$ cat src/rtl/data_mem_stage_pkg.sv
// Shared types and constants for the memory stage: FSM states, default base
// address and the width helper used for the wait-state counter and word index.
package data_mem_stage_pkg;

   typedef enum logic [1:0] {
      IDLE,
      BUSY,
      DONE
   } state_t;

   localparam logic [31:0] BASE_ADDR_DEFAULT = 32'd1024;

   // Bits needed to hold values 0..n-1, never less than one.
   function automatic int unsigned width_of(input int unsigned n);
      return (n < 2) ? 1 : $clog2(n);
   endfunction

endpackage

$ cat src/rtl/data_mem_array.sv
// Word-addressed data memory: synchronous write, combinational read, no reset.
module data_mem_array
   import data_mem_stage_pkg::*;
#(
   parameter int unsigned DEPTH = 64,
   parameter int unsigned IDX_W = width_of(DEPTH)
) (
   input  logic             clk,
   input  logic             we,
   input  logic [IDX_W-1:0] addr,
   input  logic [31:0]      wdata,
   output logic [31:0]      rdata
);

   logic [31:0] mem [DEPTH];

   always_ff @(posedge clk) begin
      if (we) mem[addr] <= wdata;
   end

   assign rdata = mem[addr];

endmodule

$ cat src/rtl/data_mem_stage.sv
// Memory-stage responder: accepts a load/store from EXE/MEM, stalls the pipeline
// for the wait states, and presents registered load data to MEM/WB.
module data_mem_stage
   import data_mem_stage_pkg::*;
#(
   parameter int unsigned DEPTH       = 64,
   parameter int unsigned WAIT_STATES = 3,
   parameter logic [31:0] BASE_ADDR   = BASE_ADDR_DEFAULT
) (
   input  logic        clk,
   input  logic        rst,
   input  logic        MEM_R_EN,
   input  logic        MEM_W_EN,
   input  logic [31:0] ALU_result,
   input  logic [31:0] ST_val,
   output logic [31:0] MEM_result,
   output logic        freeze,
   output logic        busy
);

   localparam int unsigned IDX_W = width_of(DEPTH);
   localparam int unsigned CNT_W = width_of(WAIT_STATES);

   state_t           state;
   logic [CNT_W-1:0] counter;
   logic [IDX_W-1:0] lat_idx;
   logic [31:0]      lat_data;
   logic             lat_store;

   logic             req;
   logic [31:0]      offset;
   logic [IDX_W-1:0] req_idx;
   logic             acc_en;
   logic             acc_store;
   logic [IDX_W-1:0] acc_idx;
   logic [31:0]      acc_data;
   logic [31:0]      rdata;

   assign req     = MEM_R_EN | MEM_W_EN;
   assign offset  = ALU_result - BASE_ADDR;
   assign req_idx = IDX_W'(offset >> 2);

   // With no wait states the array is accessed on the acceptance edge itself,
   // so the access path takes the live request instead of the latched copy.
   always_comb begin
      acc_en    = 1'b0;
      acc_store = lat_store;
      acc_idx   = lat_idx;
      acc_data  = lat_data;
      if (state == IDLE) begin
         acc_en    = req && (WAIT_STATES == 0);
         acc_store = MEM_W_EN;
         acc_idx   = req_idx;
         acc_data  = ST_val;
      end else if (state == BUSY) begin
         acc_en = (counter == '0);
      end
   end

   data_mem_array #(
      .DEPTH (DEPTH),
      .IDX_W (IDX_W)
   ) u_array (
      .clk   (clk),
      .we    (acc_en & acc_store),
      .addr  (acc_idx),
      .wdata (acc_data),
      .rdata (rdata)
   );

   always_ff @(posedge clk or negedge rst) begin
      if (!rst) begin
         state      <= IDLE;
         counter    <= '0;
         lat_idx    <= '0;
         lat_data   <= '0;
         lat_store  <= 1'b0;
         MEM_result <= '0;
      end else begin
         case (state)
            IDLE: begin
               if (req) begin
                  lat_idx   <= req_idx;
                  lat_data  <= ST_val;
                  lat_store <= MEM_W_EN;
                  if (WAIT_STATES > 0) begin
                     state   <= BUSY;
                     counter <= CNT_W'(WAIT_STATES - 1);
                  end else begin
                     state <= DONE;
                  end
               end
            end
            BUSY: begin
               if (counter == '0) state <= DONE;
               else               counter <= counter - 1'b1;
            end
            DONE:    state <= IDLE;
            default: state <= IDLE;
         endcase
         if (acc_en && !acc_store) MEM_result <= rdata;
      end
   end

   assign freeze = rst & (((state == IDLE) & req) | (state == BUSY));
   assign busy   = (state == BUSY);

endmodule

$ cat config.mk
export PLATFORM = sky130hd
export DESIGN_NAME = data_mem_stage
export DESIGN_NICKNAME = d
export VERILOG_FILES = /design/src/rtl/data_mem_stage_pkg.sv /design/src/rtl/data_mem_array.sv /design/src/rtl/data_mem_stage.sv
export SDC_FILE = /design/constraint.sdc
export NUM_CORES = 2
export LEC_CHECK = 0
export CAP_MARGIN = 5
export CORE_ASPECT_RATIO = 0.6
export CORE_MARGIN = 3
export CORE_UTILIZATION = 50
export DETAILED_ROUTE_END_ITERATION = 8
export GPL_TIMING_DRIVEN = 0
export PLACE_DENSITY_LB_ADDON = 0.05
export SKIP_CTS_REPAIR_TIMING = 1
export SYNTH_ARGS = -nofsm -noshare
export SYNTH_HDL_FRONTEND = slang
export SYNTH_HIERARCHICAL = 1
export SYNTH_SLANG_ARGS = --single-unit
$ cat constraint.sdc
create_clock -name clk -period 7.3 [get_ports clk]
set_input_delay 0.73 -clock clk [delete_from_list [all_inputs] [get_ports clk]]
set_output_delay 0.73 -clock clk [all_outputs]
set_load 0.02 [all_outputs]
=== Word-level counts from Yosys, hierarchy flattened ===
Memories as Yosys holds them, arrays and structs flattened. A register that Yosys moved wholly into a read port is not among the register bits.
Index checks and enable logic that the tools add are counted.

* Flip-flop bits (word level): 43
* Bits in writable memories: 2,048
* Input port bits: 68
* Output and inout bits: 34
* Word-level logic and storage cells: 39
* Memories kept: 1

{| class="wikitable"
|+ Memory list
! name !! depth !! width !! rd ports !! clocked after memory_dff !! write ports !! RTL line !! RTL
|-
| u_array.mem || 64 || 32 || 1 || 1 || 1 || data_mem_array.sv:15 || <nowiki>logic [31:0] mem [DEPTH];</nowiki>
|}

* $add $sub $neg: 2
* Eq/ne operators: 4
* Mux-type cells: 13
* Bitwise operators: 5
* Reduce and logical (&&, ||, !) cells: 9

{| class="wikitable"
|+ Operators by type and width
! kind !! count
|-
| $mux W32 || 1
|-
| $mux W2 || 4
|-
| $pmux W2 S2 || 2
|-
| $sub A8 B1 Y8 const B || 1
|-
| $mux W6 || 1
|-
| $mux W1 || 5
|-
| $logic_not A2 Y1 || 2
|-
| $ne A2 B2 Y1 const B || 2
|-
| $reduce_and A2 Y1 || 2
|-
| $and A1 B1 Y1 || 3
|-
| $reduce_and A3 Y1 || 1
|-
| $eq A2 B1 Y1 const B || 1
|-
| $logic_not A1 Y1 || 2
|-
| $ne A2 B1 Y1 const B || 1
|-
| $or A1 B1 Y1 || 2
|-
| $reduce_bool A2 Y1 || 1
|-
| $sub A2 B1 Y2 const B || 1
|-
| $logic_and A1 B1 Y1 || 1
|}

=== Depth between registers and ports, before layout ===
* Depth in word-level cells: 6
* Depth in mapped cells: 17
* Depth with buffers taken out: 9

=== By module ===
The synthesis kept the hierarchy.

{| class="wikitable"
|+ Modules (own cells, without submodules)
! module !! times used !! cells each !! area each (um2) !! seq. area each (um2)
|-
| data_mem_array || 1 || 4,207 || 78,287.6 || 61,499.0
|-
| data_mem_stage || 1 || 213 || 3,450.8 || 1,876.8
|}

=== Least setup slack after synthesis ===
OpenSTA, ideal clock, no wires.

* Path kind: register -> register
* From: register state[1]
* To: memory u_array.mem[11][0], enable pin
* Library setup time: 421 ps
* Arrival: 3,983 ps
* Data required time: 6,879 ps
* Path slack: 2,896 ps
* Stages on the path, launching flop included: 13
* Buffers on the path: 7
* Period minus slack after synthesis: 4,404 ps
* Path through: dfrtp_1 -> nor2_1 -> buf_2 -> mux2_2 -> buf_2 -> buf_2 -> buf_2 -> buf_2 -> buf_2 -> buf_2 -> nor2b_1 -> nand2_1 -> nor2_1

* Elaborated cells on any way between the ends: 9
* Those cells by class: eq/ne (1); mux (6); bitwise (1); reduce/logical (1)

{| class="wikitable"
|+ RTL lines
! item !! RTL line !! RTL
|-
| from (decl) || data_mem_stage.sv:24 || <nowiki>state_t state;</nowiki>
|-
| from (signal assigned) || data_mem_stage.sv:73 || <nowiki>state <= IDLE;</nowiki>
|-
| from (signal assigned) || data_mem_stage.sv:87 || <nowiki>state <= BUSY;</nowiki>
|-
| from (signal assigned) || data_mem_stage.sv:90 || <nowiki>state <= DONE;</nowiki>
|-
| $logic_not A2 Y1 || data_mem_stage.sv:50 || <nowiki>if (state == IDLE) begin</nowiki>
|-
| $mux W6 || data_mem_stage.sv:50 ||
|-
| net acc_idx[2] || data_mem_stage.sv:35 || <nowiki>logic [IDX_W-1:0] acc_idx;</nowiki>
|-
| to (decl) || data_mem_array.sv:15 ||
|}

The timed path passes the listed nets, and every way through them passes these cells.

=== Final worst setup path ===
* From: register state[1]
* To: register MEM_result[18] (read register of u_array.mem)

* Elaborated cells on any way between the ends: 8
* Those cells by class: eq/ne (1); mux (4); reduce/logical (3)

{| class="wikitable"
|+ RTL lines
! item !! RTL line !! RTL
|-
| $logic_not A2 Y1 || data_mem_stage.sv:50 ||
|-
| $mux W6 || data_mem_stage.sv:50 ||
|-
| net acc_idx[2] || data_mem_stage.sv:35 ||
|-
| to (decl) || data_mem_stage.sv:16 || <nowiki>output logic [31:0] MEM_result,</nowiki>
|}

The timed path passes the listed nets, and every way through them passes these cells.
A chain may end at the register's enable or synchronous reset.

==> flow_metrics.env <==
export IMPL_clock_sinks=2123
export IMPL_crit_arrival_ns=7.54
export IMPL_ys_types=63
export IMPL_drv_slew=0
export IMPL_max_cap_viol_count=1
export IMPL_start_util_pct=50.5
export IMPL_total_power_mw=44.5
export IMPL_synth_common_cells="edfxtp_1 (2,048), mux2i_1 (260), mux2_2 (214), a22oi_1 (188), a221oi_1 (175)"
export IMPL_numCtsBuffers=200
export IMPL_clk_latency_ns=0.85
export IMPL_area_growth_pct=15.1
export IMPL_ys_seq_area_share_pct=77.5
export IMPL_critPathMaxFanout=10
export IMPL_grt_usage_pct=30.7
export IMPL_clkTransAtPathRegs_ns=0.07
export IMPL_outcome="complete, but fails checks"
export IMPL_hold_viol=0
export IMPL_critical_path_required_ns=7.99
export IMPL_synth_top_area_cell="edfxtp_1"
export IMPL_cts_tree="yes"
export IMPL_place_inst=6731
export IMPL_finClkSkew_ns=0.0510
export IMPL_layout_min_cycle_time_ns=6.85
export IMPL_setup_viol=0
export IMPL_io_pins=102
export IMPL_avgRoutedWirePerCell_um=36.8
export IMPL_period_share_pct=93.8
export IMPL_finalNonFillerCells=7104
export IMPL_final_nets=4865
export IMPL_h_tree_depth=4
export IMPL_cp_end_kind="flip-flop"
export IMPL_drive_gt1_share_pct=18.2
export IMPL_reg2reg_to="MEM_result[18]"
export IMPL_grt_pass1_vias=44000
export IMPL_synth_warnings=6
export IMPL_p_leak_nw=30.5
export IMPL_antenna_found_initial=8
export IMPL_vias=47400
export IMPL_io_buffers=75
export IMPL_startpoint_type="flip-flop"
export IMPL_dpl_cell_area_mm2=0.0876
export IMPL_clock_root_buffer="clkbuf_16"
export IMPL_die_area_mm2=0.169
export IMPL_crit_end="MEM_result[18]"
export IMPL_dr_pass1_iters=9
export IMPL_hold_class="input pin to asynchronous set/reset pin"
export IMPL_violations="max-capacitance violations"
export IMPL_postRouteAntennaNets=0
export IMPL_route_detailed_drc=0
export IMPL_cts_buffer_depth=4
export IMPL_core_area_mm2=0.162
export IMPL_grt_ovfl_total=0
export IMPL_r2r_start="state[1]"
export IMPL_fin_util_pct=58.2
export IMPL_path_class="flip-flop to flip-flop"
export IMPL_synth_edf_count=2048
export IMPL_ir_drop_v=0.000366
export IMPL_syn_inst=4420
export IMPL_fmax_mhz=146
export IMPL_yosys_area_top_type_share_pct=75.2
export IMPL_die_height_um=319
export IMPL_startpoint="state[1]"
export IMPL_regToRegSetupSlack_ns=0.45
export IMPL_async_reset_ff_share_pct=3.53
export IMPL_gp_congestion=0.962
export IMPL_synth_nets=4489
export IMPL_grt_pass1_wl_mm=359
export IMPL_dp_hpwl_mm=178
export IMPL_wirelength_mm=261
export IMPL_stdcell_area_mm2=0.0941
export IMPL_via_per_inst=6.68
export IMPL_relSlewSlack_pct=1.17
export IMPL_synthTopCellsByArea="edfxtp_1 (75%), mux2i_1 (3.2%), mux2_2 (2.9%)"
export IMPL_rr_worst_depth=14
export IMPL_grt_max_degree=65
export IMPL_synth_area_mm2=0.0817
export IMPL_synth_most_common_cell="edfxtp_1"
export IMPL_tightest_slew_ns=1.45
export IMPL_p_per_area_mw_per_mm2=473
export IMPL_synthFlopType="edfxtp_1"
export IMPL_die_w_um=528
export IMPL_synth_seq_cells=2123
export IMPL_syn_avg_cell_area_um2=18.5
export IMPL_dr_first_iter_drc_count=7555
export IMPL_rsz0062_at_grt="no"
export IMPL_row_count=114
## flip-flops by register name (all words and copies together) (netlist names)
register and flops:
state 2, lat_store 1, MEM_result 32, lat_idx 6, u_array/mem 2048, lat_data 32, counter 2
## how the worst min path moves through the flow
stage / startpoint / endpoint / depth (start not counted)
finish: rst / MEM_result[0] / 2
global route: rst / MEM_result[0] / 2
global placement: lat_idx[0] / lat_idx[0] / 1
CTS: rst / MEM_result[0] / 1
detailed placement: counter[0] / counter[0] / 1
floorplan: rst / MEM_result[0] / 0
## stage by stage
stage          setup slack [ns]  hold WS (ns)  setup TNS (ns)
4_1_cts                   0.633        -0.172               0
6_report                  0.449         0.418               0
3_5_place_dp              0.619         0.469               0
5_1_grt                   0.561         0.423               0
2_1_floorplan              2.90         0.434               0
3_3_place_gp             -0.955         0.463         -830.15
## where the power goes
part,switching [mW],internal [mW]
sequential,0.142,15.9
clock,4.49,5.89
combinational,12.9,5.21
## final cells by class
type,count,area (µm²)
fillers,12100,67700
flip-flops and latches,2123,63400
multi-input cells,1982,17500
clock buffers,252,5400
repair buffers,174,2700
well taps,2146,2690
plain buffers,310,1430
clock inverters,105,976
inverters,5,18.8
diodes,7,17.5
## worst max-delay path, stage by stage (launching register included)
cell and delay, ns:
dfrtp_1 0.45, nor2_1 0.21, buf_2 0.41, mux2_2 0.29
buf_2 0.30, buf_2 0.55, buf_2 0.43, buf_2 0.53
buf_1 0.93, mux4_2 0.41, mux2i_1 0.14, nor2_1 0.10
a2111oi_0 1.16, nand3_1 0.36, mux2_4 0.36
## cell usage in the layout, fill, tap and decap left out, types with 74 or more instances in the layout
cell             count
clkbuf_16          203
nor2_1              83
dfrtp_1             75
clkbuf_1           203
a221oi_1           175
mux4_2              96
a22oi_1            188
mux2i_1            260
a21oi_1            121
o21ai_0             84
and3_1              86
clkdlybuf4s50_1     74
buf_2               97
o22ai_1             93
mux2_2             193
edfxtp_1          2048
## metal layers
metal  GRT usage [%]  share of wire, %  up-vias  routed length, µm
met1            48.9                44    25000             115000
met2            40.2                40     3013             104000
li1                -                 -    19100                  -
met4            8.46               3.0        6               7810
met3            9.65                13      389              34200
met5               0             0.015        -                 40
## cells by family (layout without fill, tap and decap cells)
kind of cell | count (synthesis) | count (layout) | share of synthesized area, %
DFF | 2123 | 2123 | 77.5
AOI/OAI and AO/OA | 937 | 937 | 8.40
buffers and inverters | 315 | 846 | 1.78
and+or+nand+nor | 433 | 433 | 2.79
adders and majority gates | 1 | 1 | 0.0153
muxes | 611 | 611 | 9.48
other | 0 | 7 | 0
No activity file was read; power rests on OpenSTA's default activity.
